File: src/rtl/tx_redundant_framer_pkg.sv
// Shared constants, FSM state type and small helpers for the redundant-link transmit framer.
package tx_redundant_framer_pkg;

  localparam logic [7:0]  PREAMBLE_BYTE = 8'h55;
  localparam logic [7:0]  SFD_BYTE      = 8'hD5;
  localparam logic [31:0] CRC_INIT      = 32'hFFFF_FFFF;
  localparam logic [31:0] CRC_RESIDUE   = 32'hC704_DD7B;
  localparam logic [31:0] CRC_POLY_REFL = 32'hEDB8_8320;

  localparam int PREAMBLE_LEN = 7;
  localparam int HEADER_LEN   = 14;
  localparam int FCS_LEN      = 4;

  typedef enum logic [2:0] {
    ST_IDLE,
    ST_PREAMBLE,
    ST_SFD,
    ST_HEADER,
    ST_PAYLOAD,
    ST_FCS,
    ST_IFG
  } state_t;

  // A zero copy/segment count from the switches still means "send once".
  function automatic logic [7:0] sat_one(input logic [7:0] v);
    return (v == 8'd0) ? 8'd1 : v;
  endfunction

endpackage

File: src/rtl/tx_redundant_framer_crc32_d8.sv
// Combinational next-state of the reflected IEEE CRC32 for one data byte.
module tx_redundant_framer_crc32_d8
  import tx_redundant_framer_pkg::*;
(
  input  logic [31:0] crc,
  input  logic [7:0]  data,
  output logic [31:0] crc_next
);

  function automatic logic [31:0] crc_byte(input logic [31:0] c_in, input logic [7:0] d);
    logic [31:0] c;
    c = c_in ^ {24'd0, d};
    for (int i = 0; i < 8; i++)
      c = c[0] ? ((c >> 1) ^ CRC_POLY_REFL) : (c >> 1);
    return c;
  endfunction

  assign crc_next = crc_byte(crc, data);

endmodule

File: src/rtl/tx_redundant_framer.sv
// Burst frame generator: each segment is sent `redundancy` times as a full GMII frame with FCS.
//  state       | meaning
//  ST_IDLE     | waiting for start
//  ST_PREAMBLE | 7 x 0x55
//  ST_SFD      | 0xD5, CRC preset
//  ST_HEADER   | frame index 0..13 (MACs, ethertype)
//  ST_PAYLOAD  | copy, segment and test pattern bytes
//  ST_FCS      | 4 bytes of ~crc, LSB byte first
//  ST_IFG      | idle gap, then next copy/segment or done
module tx_redundant_framer
  import tx_redundant_framer_pkg::*;
#(
  parameter logic [47:0] DST_MAC     = 48'hFF_FF_FF_FF_FF_FF,
  parameter logic [47:0] SRC_MAC     = 48'h00_0A_35_00_00_01,
  parameter logic [15:0] ETHERTYPE   = 16'h88B5,
  parameter int          PAYLOAD_LEN = 64,
  parameter int          IFG_LEN     = 12
) (
  input  logic       clk125MHz,
  input  logic       rst,
  input  logic       adv_data,
  input  logic       start,
  input  logic [7:0] redundancy,
  input  logic [7:0] segment_number_max,
  output logic [7:0] tx_data,
  output logic       tx_en,
  output logic       busy,
  output logic       done
);

  localparam logic [111:0] HDR       = {DST_MAC, SRC_MAC, ETHERTYPE};
  localparam logic [10:0]  HDR_LAST  = 11'(HEADER_LEN - 1);
  localparam logic [10:0]  LAST_IDX  = 11'(HEADER_LEN + PAYLOAD_LEN - 1);
  localparam logic [7:0]  PRE_LAST   = 8'(PREAMBLE_LEN - 1);
  localparam logic [7:0]  FCS_LAST   = 8'(FCS_LEN - 1);
  localparam logic [7:0]  IFG_LAST   = 8'(IFG_LEN - 1);

  state_t      state;
  logic [7:0]  red_q, max_q, seg, copy, cnt;
  logic [10:0] idx;
  logic [31:0] crc, crc_next, crc_inv;
  logic [7:0]  hdr_byte, pay_byte, idx_byte, fcs_byte, pay_lo;

  always_comb begin
    hdr_byte = 8'd0;
    for (int i = 0; i < HEADER_LEN; i++)
      if (idx == 11'(i)) hdr_byte = HDR[111-8*i -: 8];
  end

  // Test pattern restarts at index 17 and is scrambled by the segment number.
  assign pay_lo = idx[7:0] - 8'd17;

  always_comb begin
    case (idx)
      11'd14:  pay_byte = copy;
      11'd15:  pay_byte = 8'd0;
      11'd16:  pay_byte = seg;
      default: pay_byte = pay_lo ^ seg;
    endcase
  end

  assign idx_byte = (state == ST_HEADER) ? hdr_byte : pay_byte;

  tx_redundant_framer_crc32_d8 u_crc (
    .crc      (crc),
    .data     (idx_byte),
    .crc_next (crc_next)
  );

  assign crc_inv = ~crc;

  always_comb begin
    case (cnt[1:0])
      2'd0:    fcs_byte = crc_inv[7:0];
      2'd1:    fcs_byte = crc_inv[15:8];
      2'd2:    fcs_byte = crc_inv[23:16];
      default: fcs_byte = crc_inv[31:24];
    endcase
  end

  always_ff @(posedge clk125MHz) begin
    if (rst) begin
      state   <= ST_IDLE;
      tx_data <= 8'd0;
      tx_en   <= 1'b0;
      busy    <= 1'b0;
      done    <= 1'b0;
      red_q   <= 8'd0;
      max_q   <= 8'd0;
      seg     <= 8'd0;
      copy    <= 8'd0;
      cnt     <= 8'd0;
      idx     <= 11'd0;
      crc     <= 32'd0;
    end else begin
      done <= 1'b0;
      case (state)
        ST_IDLE: begin
          // A start in the same cycle as done belongs to the finished burst.
          if (start && !done) begin
            red_q <= sat_one(redundancy);
            max_q <= sat_one(segment_number_max);
            seg   <= 8'd0;
            copy  <= 8'd0;
            cnt   <= 8'd0;
            busy  <= 1'b1;
            state <= ST_PREAMBLE;
          end
        end
        ST_PREAMBLE: if (adv_data) begin
          tx_en   <= 1'b1;
          tx_data <= PREAMBLE_BYTE;
          if (cnt == PRE_LAST) begin
            cnt   <= 8'd0;
            state <= ST_SFD;
          end else begin
            cnt <= cnt + 8'd1;
          end
        end
        ST_SFD: if (adv_data) begin
          tx_data <= SFD_BYTE;
          idx     <= 11'd0;
          crc     <= CRC_INIT;
          state   <= ST_HEADER;
        end
        ST_HEADER: if (adv_data) begin
          tx_data <= idx_byte;
          crc     <= crc_next;
          idx     <= idx + 11'd1;
          if (idx == HDR_LAST) state <= ST_PAYLOAD;
        end
        ST_PAYLOAD: if (adv_data) begin
          tx_data <= idx_byte;
          crc     <= crc_next;
          idx     <= idx + 11'd1;
          if (idx == LAST_IDX) begin
            cnt   <= 8'd0;
            state <= ST_FCS;
          end
        end
        ST_FCS: if (adv_data) begin
          tx_data <= fcs_byte;
          if (cnt == FCS_LAST) begin
            cnt   <= 8'd0;
            state <= ST_IFG;
          end else begin
            cnt <= cnt + 8'd1;
          end
        end
        ST_IFG: if (adv_data) begin
          tx_en   <= 1'b0;
          tx_data <= 8'd0;
          if (cnt == IFG_LAST) begin
            cnt <= 8'd0;
            if (copy != red_q - 8'd1) begin
              copy  <= copy + 8'd1;
              state <= ST_PREAMBLE;
            end else begin
              copy <= 8'd0;
              seg  <= seg + 8'd1;
              if (seg == max_q - 8'd1) begin
                done  <= 1'b1;
                busy  <= 1'b0;
                state <= ST_IDLE;
              end else begin
                state <= ST_PREAMBLE;
              end
            end
          end else begin
            cnt <= cnt + 8'd1;
          end
        end
        default: state <= ST_IDLE;
      endcase
    end
  end

endmodule
File: config.mk
export PLATFORM = sky130hd
export DESIGN_NAME = tx_redundant_framer
export DESIGN_NICKNAME = d
export VERILOG_FILES = /design/src/rtl/tx_redundant_framer_pkg.sv /design/src/rtl/tx_redundant_framer_crc32_d8.sv /design/src/rtl/tx_redundant_framer.sv
export SDC_FILE = /design/constraint.sdc
export NUM_CORES = 1
export LEC_CHECK = 0
export ABC_AREA = 1
export BUFFER_PORTS_ARGS = -buffer_cell sky130_fd_sc_hd__buf_2
export CORE_UTILIZATION = 30
export CTS_BUF_LIST = sky130_fd_sc_hd__clkbuf_8
export DETAILED_ROUTE_END_ITERATION = 10
export SLEW_MARGIN = 20
export SYNTH_ARGS = -nofsm -noshare
export SYNTH_HDL_FRONTEND = slang
export SYNTH_SLANG_ARGS = --single-unit
File: constraint.sdc
create_clock -name clk125MHz -period 5.1 [get_ports clk125MHz]
set_input_delay 0.51 -clock clk125MHz [delete_from_list [all_inputs] [get_ports clk125MHz]]
set_output_delay 0.51 -clock clk125MHz [all_outputs]
set_load 0.005 [all_outputs]
== Word level (Yosys, flattened, before mapping) ==
Cells that the tools add are included.
Operators by class
  $add $sub $neg: 7
  eq/ne operators: 45
  muxes and demuxes: 82
  bitwise logic cells: 14
  reduce and logical (&&, ||, !) cells: 23
Operator list (number)
  two-way mux 32 bit: 10
  two-way mux 8 bit: 37
  NOT 13 -> 14 bit: 8
  equality test 11 x 4 -> 1 bit (second input constant): 8
  case mux 8 bit (5 select lines): 2
  case mux 32 bit (2 select lines): 1
  case mux 8 bit (3 select lines): 2
  equality test 11 x 3 -> 1 bit (second input constant): 4
  two-way mux 3 bit: 12
  NOT 32 bit: 1
  case mux 8 bit (2 select lines): 2
  XOR 32 x 8 -> 32 bit: 1
  != test 2 bit (second input constant): 14
  adder 8 x 1 -> 8 bit (second input constant): 3
  equality test 11 x 2 -> 1 bit (second input constant): 2
  two-way mux 11 bit: 2
  case mux 11 bit (2 select lines): 1
  case mux 3 bit (7 select lines): 1
  logical NOT 8 bit: 2
  subtractor 8 x 1 -> 8 bit (second input constant): 2
  AND reduction 12 bit: 1
  AND reduction 6 bit: 2
  adder 11 x 1 -> 11 bit (second input constant): 1
  equality test 11 x 1 -> 1 bit (second input constant): 1
  other kinds (32): 51
Word-level totals
  register bits after elaboration: 97
  input port bits: 20
  output and inout port bits: 11
  logic and storage cells: 183

== Longest topological paths before layout ==
  depth after elaboration: 35
  gate-level depth with buffers: 21
  gate-level depth less buffers: 21

== Modules after synthesis ==
Synthesis repeated with hierarchy kept, for this count alone.
Second synthesis, totals
  cells, all modules: 1053
  area, all modules: 6970.4 um^2
By module, submodules not included
  tx_redundant_framer: instances 1, cells an instance 796, area each 5596.6 um^2, seq. area each 1941.9 um^2
  tx_redundant_framer_crc32_d8: instances 1, cells an instance 257, area each 1373.8 um^2, seq. area each 0.0 um^2

== Worst setup path before layout ==
Ideal clock, no wire load.
  kind: flip-flop to flip-flop
  from: reg idx[0]
  to: reg crc[23]
  setup time: 115 ps
  arrival: 2260 ps
  required time: 4985 ps
  path slack: 2725 ps
  cell stages (with the launch flop): 21
  path buffers: 0
  period minus slack after synthesis: 2375 ps
  cell sequence: dfxtp_1 inv_1 ha_1 inv_1 a21oi_2 nand2_1 nand2_4 inv_2 nand3_1 nand2_1 nand2_1 nand2_1 nand2_1 nand2_1 nand2_1 nand2_2 nand2_1 nand2_1 nand2_2 a21oi_1 nor2_1
Between the ends
  cells in the longest elaborated chain, start to end: 32
  elaborated cells between the ends (all ways): 52
  those cells by class: 1 x add/sub; 16 x eq/ne; 26 x mux; 8 x bitwise; 1 x reduce/logical
RTL lines
  from (decl): RTL line tx_redundant_framer.sv:40  | logic [10:0] idx;
  from (signal assigned): RTL line tx_redundant_framer.sv:129  | idx <= idx + 11'd1;
  from (signal assigned): RTL line tx_redundant_framer.sv:135  | idx <= idx + 11'd1;
  logical NOT 11 bit: RTL line tx_redundant_framer.sv:47  | if (idx == 11'(i)) hdr_byte = HDR[111-8*i -: 8];
  two-way mux 8 bit (14 in a row): RTL line tx_redundant_framer.sv:47
  two-way mux 8 bit *: RTL line tx_redundant_framer.sv:62  | assign idx_byte = (state == ST_HEADER) ? hdr_byte : pay_byte;
  XOR 32 x 8 -> 32 bit *: RTL line tx_redundant_framer_crc32_d8.sv:12  | c = c_in ^ {24'd0, d};
  two-way mux 32 bit *: RTL line tx_redundant_framer_crc32_d8.sv:14  | c = c[0] ? ((c >> 1) ^ CRC_POLY_REFL) : (c >> 1);
  NOT 13 -> 14 bit (no source line)
  two-way mux 32 bit * (2 in a row): RTL line tx_redundant_framer_crc32_d8.sv:14
  NOT 13 -> 14 bit (no source line)
  two-way mux 32 bit *: RTL line tx_redundant_framer_crc32_d8.sv:14
  NOT 13 -> 14 bit (no source line)
  two-way mux 32 bit * (2 in a row): RTL line tx_redundant_framer_crc32_d8.sv:14
  NOT 13 -> 14 bit (no source line)
  two-way mux 32 bit *: RTL line tx_redundant_framer_crc32_d8.sv:14
  NOT 13 -> 14 bit (no source line)
  two-way mux 32 bit *: RTL line tx_redundant_framer_crc32_d8.sv:14
  two-way mux 32 bit *: RTL line tx_redundant_framer.sv:126, tx_redundant_framer.sv:132
  case mux 32 bit (2 select lines) *: RTL line tx_redundant_framer.sv:97  | case (state)
  to (signal assigned): RTL line tx_redundant_framer.sv:128  | crc <= crc_next;
  to (signal assigned): RTL line tx_redundant_framer.sv:134  | crc <= crc_next;
  to (decl): RTL line tx_redundant_framer.sv:41  | logic [31:0] crc, crc_next, crc_inv;
Mark *: on every way between the ends. The rest lies on a longest branch, timed or not. The select of a mux whose other input is x is not followed.
A chain may end at the register's enable or synchronous reset.

== Final worst setup path ==
  from: reg state[0]
  to: reg idx[9]
Between the ends
  cells in the longest elaborated chain, start to end: 4
  elaborated cells between the ends (all ways): 9
  those cells by class: 5 x eq/ne; 1 x mux; 3 x reduce/logical
RTL lines
  from (decl): RTL line tx_redundant_framer.sv:38  | state_t state;
  from (signal assigned): RTL line tx_redundant_framer.sv:83  | state <= ST_IDLE;
  from (signal assigned): RTL line tx_redundant_framer.sv:107  | state <= ST_PREAMBLE;
  from (signal assigned): RTL line tx_redundant_framer.sv:115  | state <= ST_SFD;
  equality test 3 x 2 -> 1 bit / equality test 3 bit (equally long branches): RTL line tx_redundant_framer.sv:97
  OR reduction 2 bit (no source line)
  != test 2 x 1 -> 1 bit (no source line) / nonzero test 2 bit (equally long branches)
  AND reduction 3 bit (no source line)
Several ways; a longest one is shown, not always the timed one.

==> qor.txt <==
sum of net half-perimeters after detailed placement: 15.0 mm
H-tree lvl count: 3
Ant. Diodes: 0
setup violation total in the final timing report: 0
Worst Setup End Kind: register
Yosys top cell by area: dfxtp_1
placed instance area: 7270 sq um
fmax: 322 MHz
CTS tree: built
Site Rows: 55
number of nets with antenna violations after routing: 0
Vias: 6737
fraction of layout cells with a size suffix above 1: 11.9%
RSZ-0062 raised after global routing: no
violation count after the first detailed-route iteration: 493
final worst slack: 1.99 ns
pin count of the biggest net entering global routing: 42
dominant cells by area after synthesis: dfxtp_1, nand2_1, inv_1, xor2_1, nand3_1
power consumption: 3.95 mW
Die Span Y: 154 microns
worst setup skew after layout: 0.0150 ns
PwrDens: 527 nW/um^2
number of different library cells in the post-synthesis netlist: 52
antenna violations before repair: 0
share of Yosys cell area claimed by the top area cell type: 28.2%
number of failing hold endpoints at the final stage: 0
# DRC: 0
Post-synth EDFFs: 0
cell type of the slowest stage on the worst timing path: inv_2
number of storage elements in the synthesis netlist: 97
kind of start point of the critical path: register
fraction of the yosys area taken by sequential cells: 28.2%
Final Net Count: 1096
width of the die: 154 microns
Placeable Area: 22600 sq um
final instance count without filler cells: 1353
synthesized area divided by synthesized cell count: 6.58 sq um
layout overhead on the synthesized area: 8.62%
final core utilization: 33.2%
via count of the first global-routing pass: 6112
overall die area: 23600 sq um
required time worst endpoint: 5.43 ns
number of vias per cell after detailed routing: 4.98
measured slew at the worst slew-check pin: 1.03 ns
global-route wire length before repair: 32.2 mm
setup tns final: 0 ns
Post-Synthesis Cells: 1048
starting utilization of the core area: 30.5%
count of hold buffers inserted by post-cts repair: 0
classification of the worst-slack hold path: in -> reg
clock transition at the register clock pins on the worst setup and hold paths after CTS: 0.11 ns
largest fanout of any net on the critical path: 23
Main synth FF type: dfxtp_1
time the final worst path needs with I/O delays and setup: 3.11 ns
worst-case headroom to the max-slew limit: 30.7%
MaxCap Viol Count: 0
post-route cell area: 7490 sq um
critical-path cell list: inv_2 -> nor2_1 -> nand2_2 -> inv_2 -> nor2_2 -> nand2_1 -> nand2_1 -> inv_2 -> nand4_1 -> nor4_2 -> nand2_1 -> nor2_1 -> a21oi_1 -> nor3_1
DRT Wirelength: 20.0 mm
total of cells resized after clock tree synthesis: 0
clk sink count: 97
net count after synthesis: 1081
Min Hold Slack: 0.388 ns
postcts setup bufs: 0
number of buffers between clock root and the deepest sink: 2
status: finished, final reports clean
Setup Crit Path Kind: reg -> reg
synthesized area: 6890 sq um
share of flip-flops with an asynchronous set or reset: 0%
static leakage: 3.36 nW
crit share post-route: 60.9%
Cells after DPL: 1337
slowest stage delay, CP: 0.53 ns
Pre-Repair DR Iteration Count: 6
pre-CTS WS: 2.04 ns
count of buffers inserted at the top-level ports: 30
total of warnings raised by yosys: 0
endpoint arrival time on the critical path: 3.43 ns
sum of overflow across all layers after global routing: 0
clock latency reported for the late side of the worst-skew pair: 0.39 ns
number of clock buffers inserted by TritonCTS: 9
largest vdd supply drop: 185 uV
GP Congestion: 0.887
wire per inst: 14.8 microns
Root Driver: clkbuf_8
count of final max-slew check failures: 0
total global routing track utilization: 17.2%
number of top-level design ports: 31
[kinds of logic (layout without fill, tap and decap cells)]
family,Yosys count,count (layout),synth area share [%]
buffers and inverters,168,188,9.64
AO/OA/AOI/OAI,185,185,15.4
adder cells (fa/ha/maj),13,13,2.36
flip-flops,97,97,28.2
AND/OR/NAND/NOR,519,519,35.7
XOR/XNOR,66,66,8.71
[path summary, 6_finish.rpt]
| kind | from | end | slack (ns) | cells past startpoint |
|---|---|---|---|---|
| max | state[0] | idx[9] | 1.99 | 14 |
| min | segment_number_max[6] | max_q[6] | 0.39 | 3 |
| max reg2reg | state[0] | idx[9] | 1.99 | 14 |
| min reg2reg | tx_data[3] | tx_data[3] | 0.47 | 2 |
[where the power goes]
group | internal [mW] | switching [mW]
Combinational | 0.751 | 1.58
Clock | 0.246 | 0.310
Sequential | 0.911 | 0.152
Total | 1.91 | 2.04
[registers in the layout, summed over array words and instances, names as in the netlist, 3 cells and up]
| register | count |
|---|---|
| tx_data | 8 |
| state | 3 |
| idx | 11 |
| copy | 8 |
| max_q | 8 |
| crc | 32 |
| red_q | 8 |
| seg | 8 |
| cnt | 8 |
[cell usage after synthesis (all sizes together), types with 11 or more instances]
master / instances
clkbuf: 20
nand2: 263
xnor2: 13
nor3: 22
o21ai: 73
ha: 13
xor2: 53
nor2: 107
nor4: 11
o221ai: 12
dfxtp: 97
nand3: 96
inv: 140
a21oi: 69
[metal layers]
metal  vias up  GRT usage [%]  share of wire [%]  routed length (microns)
li1       3463              -                  -                        -
met1      3095           24.0                 50                     9920
met2       161           27.0                 44                     8820
met3        18           2.76                4.6                      924
met4         0           5.33                1.5                      307
met5         -              0                  0                        0
[layout make-up]
class / count / area (sq um)
fillers: 2503 / 15100
multi-input cells: 783 / 4290
flip-flops and latches: 97 / 1940
clock buffers: 10 / 138
inverters: 140 / 526
clock inverters: 6 / 73.8
repair buffers: 32 / 165
well taps: 285 / 357
[cell usage in the layout (no fill, tap or decap), types with 2 or more instances in the layout]
cell type,count
a211oi_1,8
a21oi_1,68
a31oi_1,2
a41oi_1,3
buf_2,30
buf_4,2
clkbuf_8,10
clkinvlp_4,2
dfxtp_1,97
ha_1,13
inv_1,129
inv_2,10
nand2_1,224
nand2_2,28
nand2_4,11
nand3_1,86
nand3_2,10
nand3b_1,2
nand4_1,9
nor2_1,101
nor2_2,2
nor2_4,4
nor3_1,18
nor3_2,3
nor3b_1,3
nor4_1,10
o21ai_0,58
o21ai_1,14
o221ai_1,12
o22ai_1,7
o41ai_1,2
or2_2,2
xnor2_1,13
xor2_1,50
xor2_2,3
[critical path: cells and delay by family (launching register included)]
family | cells | cell delay (ns)
compound gates | 1 | 0.08
buf+inv | 3 | 0.69
flops | 1 | 0.43
simple gates | 10 | 1.82
Power figures use the tool's default switching activity.
